### src/rtl/bin2bcd_seq_pkg.sv
// Shared types and constants for the sequential binary-to-BCD converter.
// Defaults suit a 16-bit datapath value feeding a 4-digit display.
package bin2bcd_seq_pkg;

    typedef enum logic {
        IDLE  = 1'b0,
        SHIFT = 1'b1
    } state_t;

    localparam int DEF_WIDTH  = 16;
    localparam int DEF_DIGITS = 5;
    localparam int DEF_SHOWN  = 4;

    localparam int BCD_W = 4;
    localparam logic [BCD_W-1:0] ADD3_THRESH = 4'd5;

endpackage

### src/rtl/bin2bcd_seq_digit_adj.sv
// Double-dabble digit correction: a BCD digit of 5 or more gets 3 added so
// that the following left shift carries correctly into the next digit.
module bcd_digit_adj
    import bin2bcd_seq_pkg::*;
(
    input  logic [BCD_W-1:0] din_i,
    output logic [BCD_W-1:0] dout_o
);

    always_comb begin
        dout_o = din_i;
        if (din_i >= ADD3_THRESH) begin
            dout_o = din_i + 4'd3;
        end
    end

endmodule

### src/rtl/bin2bcd_seq.sv
// Sequential shift-and-add-3 converter, one input bit per cycle. Produces
// packed BCD digits, a leading-zero blank mask and a display over-range flag.
module bin2bcd_seq
    import bin2bcd_seq_pkg::*;
#(
    parameter int WIDTH  = DEF_WIDTH,
    parameter int DIGITS = DEF_DIGITS,
    parameter int SHOWN  = DEF_SHOWN
) (
    input  logic                    clk,
    input  logic                    rst,
    input  logic                    start,
    input  logic [WIDTH-1:0]        bin,
    output logic                    busy,
    output logic                    done,
    output logic [BCD_W*DIGITS-1:0] bcd,
    output logic [DIGITS-1:0]       blank,
    output logic                    over
);

    localparam int CW = $clog2(WIDTH + 1);
    localparam int BW = BCD_W * DIGITS;
    localparam logic [CW-1:0] COUNT_ONE  = CW'(1);
    localparam logic [CW-1:0] COUNT_LOAD = CW'(WIDTH);
    localparam logic [DIGITS-1:0] BLANK_RESET = {{(DIGITS-1){1'b1}}, 1'b0};

    state_t            state_q, state_d;
    logic [CW-1:0]     count_q, count_d;
    logic [WIDTH-1:0]  binSh_q, binSh_d;
    logic [BW-1:0]     bcdWork_q, bcdWork_d;
    logic              busy_q, busy_d;
    logic              done_q, done_d;
    logic [BW-1:0]     bcd_q, bcd_d;
    logic [DIGITS-1:0] blank_q, blank_d;
    logic              over_q, over_d;

    logic [BW-1:0]     adjWork;
    logic [BW-1:0]     shiftedWork;
    logic [DIGITS-1:0] blankNext;
    logic              overNext;
    logic              allZero;

    genvar g;
    for (g = 0; g < DIGITS; g++) begin : genAdj
        bcd_digit_adj uAdj (
            .din_i  (bcdWork_q[BCD_W*g +: BCD_W]),
            .dout_o (adjWork[BCD_W*g +: BCD_W])
        );
    end

    assign shiftedWork = {adjWork[BW-2:0], binSh_q[WIDTH-1]};

    // Leading-zero mask and over-range flag are derived from the value being
    // committed on the final shift, so they always match the bcd they ship with.
    always_comb begin
        blankNext = '0;
        overNext  = 1'b0;
        allZero   = 1'b1;
        for (int k = DIGITS - 1; k >= 1; k--) begin
            allZero      = allZero & (shiftedWork[BCD_W*k +: BCD_W] == '0);
            blankNext[k] = allZero;
        end
        for (int k = SHOWN; k < DIGITS; k++) begin
            overNext = overNext | (shiftedWork[BCD_W*k +: BCD_W] != '0);
        end
    end

    always_comb begin
        state_d   = state_q;
        count_d   = count_q;
        binSh_d   = binSh_q;
        bcdWork_d = bcdWork_q;
        busy_d    = busy_q;
        done_d    = 1'b0;
        bcd_d     = bcd_q;
        blank_d   = blank_q;
        over_d    = over_q;

        unique case (state_q)
            IDLE: begin
                if (start) begin
                    binSh_d   = bin;
                    bcdWork_d = '0;
                    count_d   = COUNT_LOAD;
                    busy_d    = 1'b1;
                    state_d   = SHIFT;
                end
            end
            SHIFT: begin
                bcdWork_d = shiftedWork;
                binSh_d   = {binSh_q[WIDTH-2:0], 1'b0};
                count_d   = count_q - COUNT_ONE;
                if (count_q == COUNT_ONE) begin
                    bcd_d   = shiftedWork;
                    blank_d = blankNext;
                    over_d  = overNext;
                    done_d  = 1'b1;
                    busy_d  = 1'b0;
                    state_d = IDLE;
                end
            end
            default: state_d = IDLE;
        endcase
    end

    always_ff @(posedge clk or negedge rst) begin
        if (!rst) begin
            state_q   <= IDLE;
            count_q   <= '0;
            binSh_q   <= '0;
            bcdWork_q <= '0;
            busy_q    <= 1'b0;
            done_q    <= 1'b0;
            bcd_q     <= '0;
            blank_q   <= BLANK_RESET;
            over_q    <= 1'b0;
        end else begin
            state_q   <= state_d;
            count_q   <= count_d;
            binSh_q   <= binSh_d;
            bcdWork_q <= bcdWork_d;
            busy_q    <= busy_d;
            done_q    <= done_d;
            bcd_q     <= bcd_d;
            blank_q   <= blank_d;
            over_q    <= over_d;
        end
    end

    assign busy  = busy_q;
    assign done  = done_q;
    assign bcd   = bcd_q;
    assign blank = blank_q;
    assign over  = over_q;

endmodule

### config.mk
export PLATFORM = sky130hd
export DESIGN_NAME = bin2bcd_seq
export DESIGN_NICKNAME = d
export VERILOG_FILES = /design/src/rtl/bin2bcd_seq_pkg.sv /design/src/rtl/bin2bcd_seq_digit_adj.sv /design/src/rtl/bin2bcd_seq.sv
export SDC_FILE = /design/constraint.sdc
export NUM_CORES = 1
export LEC_CHECK = 0
export CAP_MARGIN = 20
export CORE_ASPECT_RATIO = 1.1
export CORE_MARGIN = 5
export CORE_UTILIZATION = 25
export DETAILED_ROUTE_END_ITERATION = 6
export PLACE_DENSITY = 0.41
export SETUP_SLACK_MARGIN = 0.15
export SLEW_MARGIN = 5
export SYNTH_ARGS = -nofsm -noshare
export SYNTH_HDL_FRONTEND = slang
export SYNTH_SLANG_ARGS = --single-unit
### constraint.sdc
create_clock -name clk -period 2.4 [get_ports clk]
set_clock_uncertainty 0.2 [all_clocks]
set_input_delay 0.36 -clock clk [delete_from_list [all_inputs] [get_ports clk]]
set_output_delay 0.36 -clock clk [all_outputs]
set_load 0.05 [all_outputs]
---- Word-level counts from Yosys, hierarchy flattened ----
Index checks and enable logic that the tools add are counted.
word-level totals
  register bits ........................... 69
cells by class
  eq/ne operators ......................... 3
  bitwise logic cells ..................... 4
  add/subtract/negate cells ............... 6
  multiplexer cells ....................... 19
  reduce and logical (&&, ||, !) cells .... 7
  $lt $le $gt $ge ......................... 5
operators with widths
  operator               number
  $pmux W20 S2           1
  $pmux W16 S2           1
  $ge A4 B3 Y1 const B   5
  $mux W20               1
  $add A4 B2 Y4 const B  4
  $logic_not A4 Y1       4
  $mux W16               1
  $mux W4                4
  $pmux W5 S2            1
  $mux W1                6
  $eq A5 B1 Y1 const B   1
  $mux W5                1
  $sub A5 B1 Y5 const B  1
  $pmux W1 S2            2
  $reduce_and A2 Y1      2
  $reduce_bool A4 Y1     1
  $add A3 B2 Y3 const B  1
  $and A1 B1 Y1          3
  $mux W3                1
  $ne A2 B1 Y1 const B   1
  $ne A2 B2 Y1 const B   1
  $not A1 Y1             1

---- Logic depth before layout (Yosys ltp) ----
Gate-level depths: netlist (run 1).
  word-level depth ........................ 6
  depth in mapped cells ................... 7

---- Cells and area by module ----
From an unflattened synthesis (run 1), not the netlist that was laid out.
second synthesis, totals
  cell total of the unflattened synthesis .. 292
  area, all modules ....................... 3289.4 um^2
modules (own cells, without submodules)
  module         area each (um^2)  sequential area each (um^2)  cells each  times used
  bin2bcd_seq    2782.7            1731.7                       212         1
  bcd_digit_adj  101.3             0.0                          16          5

---- Least setup slack after synthesis (run 1) ----
Ideal clock, no wire load.
  path kind ............................... flip-flop to flip-flop
  start point ............................. reg bcdWork_q[16]
  end point ............................... reg over_q (netlist: over)
  clock period less this slack ............ 1.962 ns
  slack ................................... 0.438 ns
  cell stages (with the launch flop) ...... 8
  data arrival time ....................... 1.637 ns
  cells stage by stage .................... dfrtp_1 -> inv_1 -> ha_1 -> nand2b_1 -> a21oi_1 -> mux2i_1 -> nand2_1 -> mux2_2
on the way
  word-level cells in the longest chain between the ends .. 3
ends and longest elaborated chain
  item                                           line                                                      source
  from (decl)                                    bin2bcd_seq.sv:30                                         logic [BW-1:0] bcdWork_q, bcdWork_d;
  from (signal assigned)                         bin2bcd_seq.sv:121                                        bcdWork_q <= bcdWork_d;
  $ge A4 B3 Y1 or $add A3 B2 Y3 (tied branches)  bin2bcd_seq_digit_adj.sv:12, bin2bcd_seq_digit_adj.sv:13
  $mux W3 *                                      bin2bcd_seq_digit_adj.sv:12                               if (din_i >= ADD3_THRESH) begin
  $reduce_bool A4 Y1 *                           bin2bcd_seq.sv:64                                         overNext = overNext | (shiftedWork[BCD_W*k +: BCD_W] != '0);
  to (signal assigned)                           bin2bcd_seq.sv:126                                        over_q <= over_d;
  to (decl)                                      bin2bcd_seq.sv:35                                         logic over_q, over_d;
Mark *: on every way between the ends. The rest lies on a longest branch, timed or not.
A chain may end at the register's enable or synchronous reset.

---- Final worst setup path (run 1) ----
  start point ............................. reg over_q (netlist: over)
  end point ............................... out over
RTL lines
  item       line               source
  to (decl)  bin2bcd_seq.sv:18  output logic over
No word-level cell between the ends.

==> results of run 1 <==
## state kept, by name (all words and copies together), names as in the netlist
register	flops
bcdWork_q	20
bcd	20
binSh_q	16
count_q	5
blank	4
busy	1
done	1
over	1
state_q	1
## power breakdown
part	switching (uW)	internal, uW	total, uW
Sequential	356	1660	2010
Combinational	1840	1240	3080
Clock	482	784	1270
## cells in the final DEF (no fill, tap or decap), types with 2 or more instances in the layout
cell	instances
a21o_1	5
a21oi_1	9
a21oi_2	2
a31o_2	4
and3_1	4
buf_12	3
buf_4	9
clkbuf_1	3
clkbuf_16	9
clkbuf_8	3
clkdlybuf4s50_1	40
dfrtp_1	65
dfstp_2	4
dlymetal6s2s_1	4
ha_1	12
inv_1	14
mux2_2	10
mux2i_1	21
nand2_1	77
nand2b_1	8
nor2_1	11
nor3_1	3
nor3b_1	5
o21ai_0	40
o21ai_1	2
o22ai_1	4
o31ai_1	5
xnor2_1	6
## timing repair
| action | CTS | global route |
|---|---|---|
| gates resized for setup | 0 | 6 |
| endpoints found under the hold margin | 65 | 0 |
| hold buffers | 1 | 0 |
| endpoints found under the setup margin | 0 | 7 |
## stage by stage
stage,instance area [um2],std cells,setup slack (ps),util
after floorplan,3370,341,438,-
after global placement,4070,542,318,0.308
after detailed placement,4070,542,245,0.308
after CTS,4360,559,153,0.330
after global routing,4380,559,185,0.332
final,4380,559,288,0.332
## path summary, 6_finish.rpt
check	slack (ps)	depth (start not counted)	start	to
setup reg to reg	310	7	bcdWork_q[16]$_DFFE_PN0P_	over$_DFFE_PN0P_
setup / recovery	290	1	over$_DFFE_PN0P_	over
max in group asynchronous	1350	3	rst	blank[2]$_DFFE_PN1P_
hold / removal	260	2	blank[2]$_DFFE_PN1P_	blank[2]$_DFFE_PN1P_
hold reg to reg	260	2	blank[2]$_DFFE_PN1P_	blank[2]$_DFFE_PN1P_
min in group asynchronous	360	3	rst	bcdWork_q[1]$_DFFE_PN0P_
## cell type report
type | instances | area share
flip-flops and latches | 69 | 0.395
multi-input cells | 240 | 0.346
repair buffers | 58 | 0.135
clock buffers | 15 | 0.0634
well taps | 161 | 0.0460
inverters | 15 | 0.0129
clock inverters | 1 | 0.00114
## cell families after synthesis
family / Yosys count
simple gates: 114
buf+inv: 32
compound gates: 75
flops: 69
xor+xnor: 7
mux: 31
other cells: 1
fa+ha+maj: 12
## routing by layer
metal,share of wire,vias up,GRT usage
li1,-,1266,-
met1,0.47,1228,0.136
met2,0.46,49,0.169
met3,0.055,9,0.0442
met4,0.012,0,0.0302
met5,0,-,0
==> reports/metrics.csv, run 1 <==
metric,value,unit
cp.arrival,1550,ps
cp.buffers_inverters,1,
row_count,44,
synth_top_family_by_area,simple AND/OR/NAND/NOR gates,
hold_violations,0,
grt_overflow_total,0,
synth_area_leaders,"dfrtp_1 48%, nand2_1 8.6%, mux2i_1 6.2%",
grt_pass1_wl,13600,um
numCtsBuffers,9,
seqCellArea,0.00173,mm2
dieWidth,121,um
maxCapViolations,0,
place_congestion,0.819,
dp_hpwl,5520,um
vias,2552,
clk_pin_slew,50,ps
synthCells,341,
fillers,1408,
fin_crit_sh,0.880,
ys_seq_area_frac,0.513,
core,0.0132,mm2
tightest_slew,600,ps
cp.required,1840,ps
wirelength,7960,um
insertion_delay,330,ps
clock-sinks,69,
synth_area,0.00337,mm2
clock_path_buffers,2,
period_needed,2110,ps
final.setup.tns,0,ps
pin_count,47,
p_total,6360,uW
ys_ff_latch,69,
start_kind,register,
synth_top_area_cell,dfrtp_1,
p_leak,0.00206,uW
async_reset_ff_frac,1.00,
syn_area_per_cell,9.90,um2
path_cells,clkdlybuf4s50_1,
die_area,0.0159,mm2
synth_edf_count,0,
synth_xor_area_frac,0.0182,
grt_max_degree,50,
endpoint_kind,output port,
crit_type,register to output port,
status,"finished, final reports clean",
grt_pass1_vias,2663,
initial_utilization,0.255,
synthTopCellsByCount,"77 x nand2_1, 65 x dfrtp_1, 40 x o21ai_0, 21 x mux2i_1, 14 x inv_1",
avgViaCountPerCell,4.57,
wl_per_cell,14.2,um
synth_ff_type,dfrtp_1,
ant_nets,0,
n_antenna_cell,0,
yosys.area_share.simple,0.154,
maxSlewHeadroom,0.596,
power_density,1450,mW/mm2
synth_compound_area_frac,0.133,
cts_setup_buffers,0,
holdCritPathClass,register to register,
drt_iter0_drc,98,
synth_mux_area_frac,0.0957,
firstDrtPassIters,4,
slowest_delay,840,ps
synth.distinct_cells,38,
cts_root_buf,clkbuf_16,
synthAdderAreaFrac,0.0445,
rsz0062_at_grt,no,
max_freq,474,MHz
worst-path-max-fanout,2,
grt_usage,0.107,
final-max-slew-violation-count,0,
yosysWarningCount,0,
slowest_stage,clkdlybuf4s50_1,
synth_most_common_cell,nand2_1,
drc_errors,0,
finalSetupViolations,0,
fin_hold_ws,261,ps
crit_family,buffers and inverters,
antenna_found_initial,0,
synth_top_cell_area_share,0.482,
syn-num-nets,372,
multi_input_area,0.00152,mm2
nets,424,
ir_drop,0.000671,V
port_buffers,45,
area_delta_synth_final,29.8,%
htreeDepth,3,
drive_above_1_share,0.133,
cts_tree,done,
die_y,132,um
No activity file was read; power rests on OpenSTA's default activity.
==> run 2, diff against run 1 <==
CTS_BUF_LIST = sky130_fd_sc_hd__clkbuf_8   (was default)
==> reports/metrics.csv, run 2 (same netlist as run 1, synthesis figures left out) <==
metric,value,unit,change
status,"finished, final reports clean",,
vias,2540,,-0.47%
nets,424,,unchanged
dieWidth,121,um,unchanged
wirelength,7910,um,-0.69%
final.setup.tns,0,ps,unchanged
pwr-share-clk,0.148,,-0.051
wl_met1,3680,um,-1.5%
ant_nets,0,,unchanged
seq_power_share,0.337,,+0.021
ir_drop,0.000541,V,-19%
wl_met3,455,um,+4.1%
die_y,132,um,unchanged
highest_layer,met4,,
max_freq,466,MHz,-1.6%
p_comb_frac,0.515,,+0.030
path_cells,clkdlybuf4s50_1,,
place_congestion,0.819,,unchanged
cts_tree,done,,
critPathLaunch,over$_DFFE_PN0P_,,
r2r_slack,310,ps,about the same
r2r-end,over$_DFFE_PN0P_,,
area_delta_synth_final,26.4,%,
cts_root_buf,clkbuf_8,,
timing.rr.start,bcdWork_q[16]$_DFFE_PN0P_,,
post-route-util,0.323,,-0.00881
grt_pass1_wl,13500,um,-0.82%
p_leak,0.00197,uW,-4.3%
drt_iter0_drc,72,,-27%
row_count,44,,unchanged
firstDrtPassIters,4,,unchanged
insertion_delay,360,ps,+30 ps
pre_cts_slack,245,ps,unchanged
clock_path_buffers,2,,unchanged
die_area,0.0159,mm2,unchanged
port_buffers,45,,unchanged
grt_max_degree,50,,unchanged
slowest_delay,850,ps,about the same
maxSlewHeadroom,0.595,,-0.00119
fillers,1412,,+0.28%
power_density,1400,mW/mm2,-3.6%
cp.arrival,1590,ps,+40 ps
start_kind,register,,
grt_usage,0.107,,-0.000457
timing.final.ws_setup,254,ps,-33.9 ps
n_antenna_cell,0,,unchanged
wl_met2,3690,um,-0.16%
ff2ff_path_depth,7,,unchanged
drc_errors,0,,unchanged
rsz0062_at_grt,no,,
clock-sinks,69,,unchanged
seqCellArea,0.00173,mm2,unchanged
switching_share,0.442,,+0.0201
htreeDepth,3,,unchanged
grt_pass1_vias,2665,,+0.075%
cp.depth,1,,unchanged
wl_per_cell,14.1,um,-0.69%
p_switching,2640,uW,-1.7%
endpoint_kind,output port,,
antenna_found_initial,0,,unchanged
hold_violations,0,,unchanged
crit_end,over,,
multi_input_area,0.00152,mm2,unchanged
initial_utilization,0.255,,unchanged
numCtsBuffers,9,,unchanged
p_total,5960,uW,-6.2%
dp_hpwl,5520,um,unchanged
crit_type,register to output port,,
final-max-slew-violation-count,0,,unchanged
clk_pin_slew,70,ps,+20 ps
finalSetupViolations,0,,unchanged
period_needed,2150,ps,+33.9 ps
final_cell_mix,"77 x nand2_1, 65 x dfrtp_1, 40 x o21ai_0, 40 x clkdlybuf4s50_1, 21 x mux2i_1",,
crit_family,buffers and inverters,,
cp.required,1840,ps,about the same
tightest_slew,602,ps,+1.77 ps
fin_crit_sh,0.894,,+0.0141
worst-path-max-fanout,2,,unchanged
cp.buffers_inverters,1,,unchanged
core,0.0132,mm2,unchanged
maxCapViolations,0,,unchanged
holdCritPathClass,register to register,,
grt_overflow_total,0,,unchanged
pin_count,47,,unchanged
avgViaCountPerCell,4.54,,-0.47%
intPower,3330,uW,-9.4%
layout_commonest_cell,nand2_1,,
slowest_stage,clkdlybuf4s50_1,,
drive_above_1_share,0.133,,unchanged
==> run 2: worst min-delay path by stage <==
stage / from / cells past startpoint / endpoint / slack [ps]
after floorplan: rst / 0 / bcdWork_q[0]$_DFFE_PN0P_ / -140
after global placement: rst / 2 / binSh_q[1]$_DFFE_PN0P_ / 200
after detailed placement: rst / 2 / bcdWork_q[1]$_DFFE_PN0P_ / 190
after CTS: blank[2]$_DFFE_PN1P_ / 2 / blank[2]$_DFFE_PN1P_ / 270
after global routing: blank[2]$_DFFE_PN1P_ / 2 / blank[2]$_DFFE_PN1P_ / 290
final: blank[2]$_DFFE_PN1P_ / 2 / blank[2]$_DFFE_PN1P_ / 260
==> run 2: area by class of cell <==
type | count | share of cell area
Clock buffer | 12 | 0.0387
Clock inverter | 4 | 0.00381
Inverter | 15 | 0.0132
Multi-Input combinational cell | 240 | 0.355
Sequential cell | 69 | 0.406
Tap cell | 161 | 0.0472
Timing Repair Buffer | 58 | 0.136
==> run 2: per-layer routing <==
metal,vias up,track usage
li1,1261,-
met1,1226,0.135
met2,46,0.169
met3,7,0.0442
met4,0,0.0302
met5,-,0
==> run 2: stage by stage <==
step | cell area, um2 | hold WS [ps] | std cells
after global routing | 4260 | 287 | 559
after CTS | 4260 | 267 | 559
after detailed placement | 4070 | 192 | 542
after floorplan | 3370 | -136 | 341
final | 4260 | 263 | 559
after global placement | 4070 | 201 | 542
==> run 2: power groups by stage <==
stage / logic, uW / registers, uW / clock network, uW
floorplan: 1630 / 2540 / 0
global placement: 3090 / 2030 / 0
detailed placement: 3130 / 2030 / 0
CTS: 3130 / 2010 / 939
global route: 3420 / 2090 / 988
finish: 3070 / 2010 / 884
==> run 2: repair_timing <==
| action | 4_1_cts | 5_1_grt |
|---|---|---|
| endpoints found under the hold margin | 65 | 0 |
| setup buffers | 0 | 0 |
| resized for setup | 4 | 2 |
| endpoints found under the setup margin | 4 | 3 |
| hold buffers | 1 | 0 |
| cloned | 0 | 0 |
==> run 3, diff against run 2 <==
CAP_MARGIN = 30   (was 20)
==> results of run 3 <==
Same layout as run 2: the final DEF is identical, and so are final timing and power.
